**config.mk**
```make
export PLATFORM = sky130hd
export DESIGN_NAME = spi_ram
export DESIGN_NICKNAME = d
export VERILOG_FILES = /design/src/rtl/spi_ram_pkg.sv /design/src/rtl/spi_ram_mem.sv /design/src/rtl/spi_ram.sv
export SDC_FILE = /design/constraint.sdc
export NUM_CORES = 2
export LEC_CHECK = 0
export BUFFER_PORTS_ARGS = -buffer_cell sky130_fd_sc_hd__buf_2
export CORE_ASPECT_RATIO = 0.9
export CORE_MARGIN = 2
export CORE_UTILIZATION = 45
export CTS_CLUSTER_DIAMETER = 60
export CTS_CLUSTER_SIZE = 25
export DETAILED_ROUTE_END_ITERATION = 6
export GPL_TIMING_DRIVEN = 0
export PLACE_DENSITY_LB_ADDON = 0.25
export SETUP_SLACK_MARGIN = 0.3
export SLEW_MARGIN = 20
export SYNTH_ARGS = -nofsm -noshare
export SYNTH_HDL_FRONTEND = slang
export SYNTH_HIERARCHICAL = 1
export SYNTH_SLANG_ARGS = --single-unit
```
**constraint.sdc**
```tcl
create_clock -name clk -period 5.95 [get_ports clk]
set_input_delay 1.19 -clock clk [delete_from_list [all_inputs] [get_ports clk]]
set_output_delay 1.19 -clock clk [all_outputs]
set_load 0.005 [all_outputs]
```
**src/rtl/spi_ram_pkg.sv**
```systemverilog
// Shared command and FSM state encodings for the SPI-attached RAM.
// Used by spi_ram and spi_ram_mem.
package spi_ram_pkg;

    typedef enum logic [1:0] {
        CMD_WR_ADDR = 2'b00,
        CMD_WR_DATA = 2'b01,
        CMD_RD_ADDR = 2'b10,
        CMD_RD_DATA = 2'b11
    } cmd_e;

    typedef enum logic {
        ST_IDLE = 1'b0,
        ST_TX   = 1'b1
    } state_e;

    localparam int CMD_W = 2;

endpackage

```
**src/rtl/spi_ram_mem.sv**
```systemverilog
// Single-port synchronous RAM, no reset.
// A write takes priority over a read, and rdata changes only on a read.
module spi_ram_mem
    import spi_ram_pkg::*;
#(
    parameter int MEM_DEPTH = 256,
    parameter int DATA_W    = 8,
    parameter int AW        = 8
) (
    input  logic              clk,
    input  logic              we,
    input  logic              re,
    input  logic [AW-1:0]     addr,
    input  logic [DATA_W-1:0] wdata,
    output logic [DATA_W-1:0] rdata
);

    logic [DATA_W-1:0] mem [MEM_DEPTH];

    always_ff @(posedge clk) begin
        if (we) begin
            mem[addr] <= wdata;
        end else if (re) begin
            rdata <= mem[addr];
        end
    end

endmodule

```
**src/rtl/spi_ram.sv**
```systemverilog
// Command decoder, address registers and tx hold FSM in front of spi_ram_mem.
// The optional macro SPI_RAM_AUTOINC_EN makes the addresses auto-increment after each data access.
//
// state   | meaning
// IDLE    | tx_valid low, dout keeps last read value
// TX      | tx_valid high for TX_HOLD cycles while dout is serialized
module spi_ram
    import spi_ram_pkg::*;
#(
    parameter int MEM_DEPTH = 256,
    parameter int ADDR_SIZE = 8,
    parameter int TX_HOLD   = 10
) (
    input  logic                 clk,
    input  logic                 rst_n,
    input  logic [ADDR_SIZE+1:0] din,
    input  logic                 rx_valid,
    output logic [ADDR_SIZE-1:0] dout,
    output logic                 tx_valid,
    output logic                 seq_err
);

    localparam int AW = (MEM_DEPTH > 1) ? $clog2(MEM_DEPTH) : 1;
    localparam int CW = (TX_HOLD > 1) ? $clog2(TX_HOLD) : 1;

    cmd_e                 cmd;
    logic [ADDR_SIZE-1:0] payload;
    logic [AW-1:0]        wr_addr;
    logic [AW-1:0]        rd_addr;
    logic                 rd_addr_vld;
    state_e               state;
    logic [CW-1:0]        hold_cnt;
    logic                 rd_seen;
    logic                 wr_cmd;
    logic                 rd_cmd;
    logic [ADDR_SIZE-1:0] mem_rdata;

    assign cmd     = cmd_e'(din[ADDR_SIZE+1 -: CMD_W]);
    assign payload = din[ADDR_SIZE-1:0];
    assign wr_cmd  = rx_valid && (cmd == CMD_WR_DATA);
    assign rd_cmd  = rx_valid && (cmd == CMD_RD_DATA);

    function automatic logic [AW-1:0] wrap_addr(input logic [ADDR_SIZE-1:0] p);
        logic [31:0] v;
        v = 32'(p) % 32'(MEM_DEPTH);
        return v[AW-1:0];
    endfunction

    function automatic logic [AW-1:0] next_addr(input logic [AW-1:0] a);
        return (a == AW'(MEM_DEPTH - 1)) ? '0 : a + AW'(1);
    endfunction

    spi_ram_mem #(
        .MEM_DEPTH (MEM_DEPTH),
        .DATA_W    (ADDR_SIZE),
        .AW        (AW)
    ) u_mem (
        .clk   (clk),
        .we    (wr_cmd),
        .re    (rd_cmd),
        .addr  (wr_cmd ? wr_addr : rd_addr),
        .wdata (payload),
        .rdata (mem_rdata)
    );

    // RAM output has no reset, so dout is gated to zero until the first read after reset.
    assign dout = rd_seen ? mem_rdata : '0;

    always_ff @(posedge clk or negedge rst_n) begin
        if (!rst_n) begin
            wr_addr     <= '0;
            rd_addr     <= '0;
            rd_addr_vld <= 1'b0;
            state       <= ST_IDLE;
            hold_cnt    <= '0;
            tx_valid    <= 1'b0;
            seq_err     <= 1'b0;
            rd_seen     <= 1'b0;
        end else begin
            seq_err <= 1'b0;
            if (rx_valid) begin
                unique case (cmd)
                    CMD_WR_ADDR: wr_addr <= wrap_addr(payload);
                    CMD_WR_DATA: begin
`ifdef SPI_RAM_AUTOINC_EN
                        wr_addr <= next_addr(wr_addr);
`endif
                    end
                    CMD_RD_ADDR: begin
                        rd_addr     <= wrap_addr(payload);
                        rd_addr_vld <= 1'b1;
                    end
                    CMD_RD_DATA: begin
                        seq_err <= !rd_addr_vld;
`ifdef SPI_RAM_AUTOINC_EN
                        rd_addr <= next_addr(rd_addr);
`else
                        rd_addr_vld <= 1'b0;
`endif
                    end
                endcase
            end

            if (rd_cmd) begin
                state    <= ST_TX;
                hold_cnt <= '0;
                tx_valid <= 1'b1;
                rd_seen  <= 1'b1;
            end else if (state == ST_TX) begin
                if (hold_cnt == CW'(TX_HOLD - 1)) begin
                    state    <= ST_IDLE;
                    hold_cnt <= '0;
                    tx_valid <= 1'b0;
                end else begin
                    hold_cnt <= hold_cnt + CW'(1);
                end
            end
        end
    end

endmodule

```
==> impl_metrics.py <==
metrics = {
    "placed_design": {
        "place_ws_ns": -1.149,
        "gp_congestion": 0.9415,
        "portBuffers": 22,
        "hpwl_um": 142900,
    },
    "yosys": {
        "synth_xor_area_share_pct": 0,
        "yosys.area_share.simple_pct": 1.942,
        "syn_avg_cell_area_um2": 21.91,
        "synth-adder-area-share_pct": 0.03137,
        "netlist_instances": 3641,
        "synth_ff_type": "edfxtp_1",
        "seq_area_frac_synth_pct": 78.18,
        "synthArstFlopShare_pct": 1.201,
        "syn-num-nets": 3656,
        "ys_types": 33,
        "synth_compound_area_share_pct": 3.617,
        "synth-seq-cells": 2081,
        "synth_area_um2": 79770,
        "synthMuxAreaShare_pct": 14.83,
        "yosys_warnings": 6,
        "synth_edf_count": 2056,
        "synth_top_family_by_area": "multiplexers",
    },
    "power_and_ir_drop": {
        "intPower_w": 0.02281,
        "pwr-share-seq_pct": 51.7,
        "total_leakage_power_nw": 26.44,
        "switching_share_pct": 27.11,
        "p_total_w": 0.03130,
        "p_per_area_nw_per_um2": 353.5,
        "comb_power_share_pct": 16.2,
        "power_switching_w": 0.008485,
        "power_frac_clock_pct": 32.1,
        "ir_drop_v": 0.0003364,
    },
    "clock_tree": {
        "clkSinkCount": 2081,
        "post_cts_buffers": 0,
        "cts_max_level": 4,
        "clk_pin_slew_ns": 0.09,
        "cts_root_buf": "clkbuf_16",
        "cts_buffer_depth": 3,
        "cts_tree": "done",
        "cts_buffers": 130,
        "clk-insertion-delay-late_ns": 0.80,
    },
    "timing": {
        "maxSlewViolCount": 0,
        "tightest_slew_ns": 1.329,
        "hold_violations": 0,
        "rsz0062_at_grt": "false",
        "tns_ns": 0,
        "setup-violations-final": 0,
        "period_share_pct": 96.44,
        "fin_ws_ns": 0.2120,
        "fin_crit_ns": 5.738,
        "finClkSkew_ns": 0.03538,
        "fmax_ghz": 0.1743,
        "relSlewSlack_pct": 10.21,
    },
    "grt": {
        "grt_pass1_vias": 38210,
        "antenna_found_initial": 4,
        "grt_pass1_wl_um": 296200,
        "globalRoute.totalOverflow": 0,
        "grtUsageTotal_pct": 23.66,
        "grt_max_degree": 125,
    },
    "cells_and_area": {
        "drive_gt1_share_pct": 24.34,
        "synthToLayoutAreaGrowth_pct": 11.01,
        "multiInputGateArea_um2": 16480,
        "n_fill_cell": 13970,
        "fin_util_pct": 50.28,
        "nNetsFinal": 3844,
        "seqCellArea_um2": 62360,
    },
    "worst_setup_path": {
        "startpoint_type": "primary input",
        "reg2reg_depth": 9,
        "critPathArrivalTime_ns": 6.23,
        "crit_path_end_kind": "register",
        "required_ns": 6.44,
        "crit_fanout": 10,
        "worst-setup-path-type": "primary input to register",
    },
    "route": {
        "post_drt_wl_per_cell_um": 33.86,
        "wl_um": 213600,
        "remaining_drc_errors": 0,
        "drtIter0Drc": 5785,
        "drtAntennaViolNets": 0,
        "vias": 39700,
        "vias_per_cell": 6.295,
        "dr.pass1.iters": 6,
    },
    "floorplan": {
        "core-area_um2": 176100,
        "dieArea_um2": 180600,
        "initial_utilization_pct": 45.30,
        "io_pins": 23,
        "rows": 146,
        "fp.dieH_um": 403.4,
        "die_x_um": 447.8,
    },
    "run_status": {
        "status": "finished, final reports clean",
    },
    "run": {
        "maxCapViolCount": 0,
    },
    "min_path": {
        "hold_class": "primary input to asynchronous set/reset pin",
    },
}
[registers in the layout, summed over array words and instances (netlist names)]
register	flops
u_mem/rdata	8
rd_addr_vld	1
u_mem/mem	2048
hold_cnt	4
seq_err	1
tx_valid	1
rd_seen	1
rd_addr	8
state	1
wr_addr	8
[worst max-delay path: stages]
cell	delay, ns
buf_2	0.13
nand3b_2	0.42
mux2_2	0.32
clkbuf_1	0.16
clkbuf_1	0.88
buf_1	0.88
mux4_2	0.45
a22oi_1	0.33
a21oi_1	0.12
o41ai_1	1.17
nand4_1	0.15
[metrics by stage]
| step | area (um^2) | hold WS, ns | instances |
|---|---|---|---|
| floorplan | 79770 | 0.4031 | 3641 |
| global placement | 82840 | 0.4162 | 6031 |
| detailed placement | 83940 | 0.4361 | 6065 |
| CTS | 88530 | 0.3679 | 6304 |
| finish | 88550 | 0.4014 | 6306 |
| global route | 88540 | 0.4110 | 6304 |
[area by class of cell]
cell class                      count  share of cell area, %
Timing Repair Buffer               56                  1.142
Clock buffer                      142                  3.845
Buffer                            233                  1.269
Sequential cell                  2081                  70.43
Multi-Input combinational cell   1322                  18.61
Tap cell                         2368                  3.346
Clock inverter                     97                  1.335
Antenna cell                        2               0.005652
Inverter                            5                0.02120
[cell families (layout without fill, tap and decap cells)]
group,after synthesis,in the layout
AOI/OAI and AO/OA,424,424
adders and majority gates,2,2
buffers and inverters,238,533
DFF,2081,2081
muxes,536,536
other,0,2
and+or+nand+nor,360,360
[worst paths after layout]
| path | start | end | slack (ns) |
|---|---|---|---|
| hold / removal | rst_n | hold_cnt[3]$_DFFE_PN0P_ | 0.40 |
| setup reg to reg | rd_addr[1]$_DFFE_PN0P_ | u_mem/rdata[2]$_DFFE_PP_ | 0.98 |
| min in group clk | rd_addr_vld$_DFFE_PN0P_ | seq_err$_DFF_PN0_ | 0.45 |
| max in group asynchronous | rst_n | wr_addr[3]$_DFFE_PN0P_ | 5.13 |
| hold reg to reg | rd_addr_vld$_DFFE_PN0P_ | seq_err$_DFF_PN0_ | 0.45 |
| setup / recovery | din[9] | u_mem/rdata[2]$_DFFE_PP_ | 0.21 |
[metal layers]
layer	GRT usage [%]	vias to the layer above	share of wire (%)
met3	5.055	286	10
met2	35.06	2066	45
met5	0	-	0
met1	35.75	21590	41
met4	6.575	0	3.1
li1	-	15760	-
[synth_stat cells, drive strengths merged, types with 24 or more instances]
master | n | area (um^2)
nor3 | 33 | 165.2
dfrtp | 25 | 625.6
mux4 | 512 | 11530
a21oi | 132 | 660.6
nand2 | 40 | 152.6
clkbuf | 138 | 518.0
mux2 | 24 | 300.3
nor2 | 230 | 863.3
edfxtp | 2056 | 61740
o41ai | 32 | 280.3
a22oi | 256 | 1922
buf | 95 | 574.3
[power by group through the flow]
stage | Combinational, W | Sequential, W | Clock (W)
after floorplan | 0.00290 | 0.0165 | 0
after global placement | 0.00489 | 0.0166 | 0
after detailed placement | 0.00500 | 0.0165 | 0
after CTS | 0.00502 | 0.0162 | 0.0102
after global routing | 0.00523 | 0.0162 | 0.0107
final | 0.00507 | 0.0162 | 0.0100
[placed cells by master (no fill, tap or decap), types with 6 or more instances in the layout]
cell type,count
nor2b_1,8
buf_6,13
buf_12,10
nand2b_1,7
a22oi_1,256
o41ai_1,32
nand3_1,12
buf_1,25
inv_6,25
clkbuf_2,24
a21oi_1,132
nand2_1,39
buf_2,51
nor2_2,6
buf_16,22
clkbuf_1,121
clkinv_4,12
clkinv_8,13
edfxtp_1,2056
nor3_2,33
mux2_4,8
clkbuf_16,135
nand4_1,8
dfrtp_1,25
buf_4,22
mux4_2,512
and2_1,11
buf_8,8
bufinv_16,10
clkinvlp_4,10
inv_8,7
clkinv_2,9
nor2_1,224
mux2_2,16
[repair_timing]
item	4_1_cts	5_1_grt
cloned	0	0
gates resized for setup	4	4
hold buffers	0	0
endpoints found under the setup margin	308	20
endpoints found under the hold margin	0	0
No activity file was read; power rests on OpenSTA's default activity.
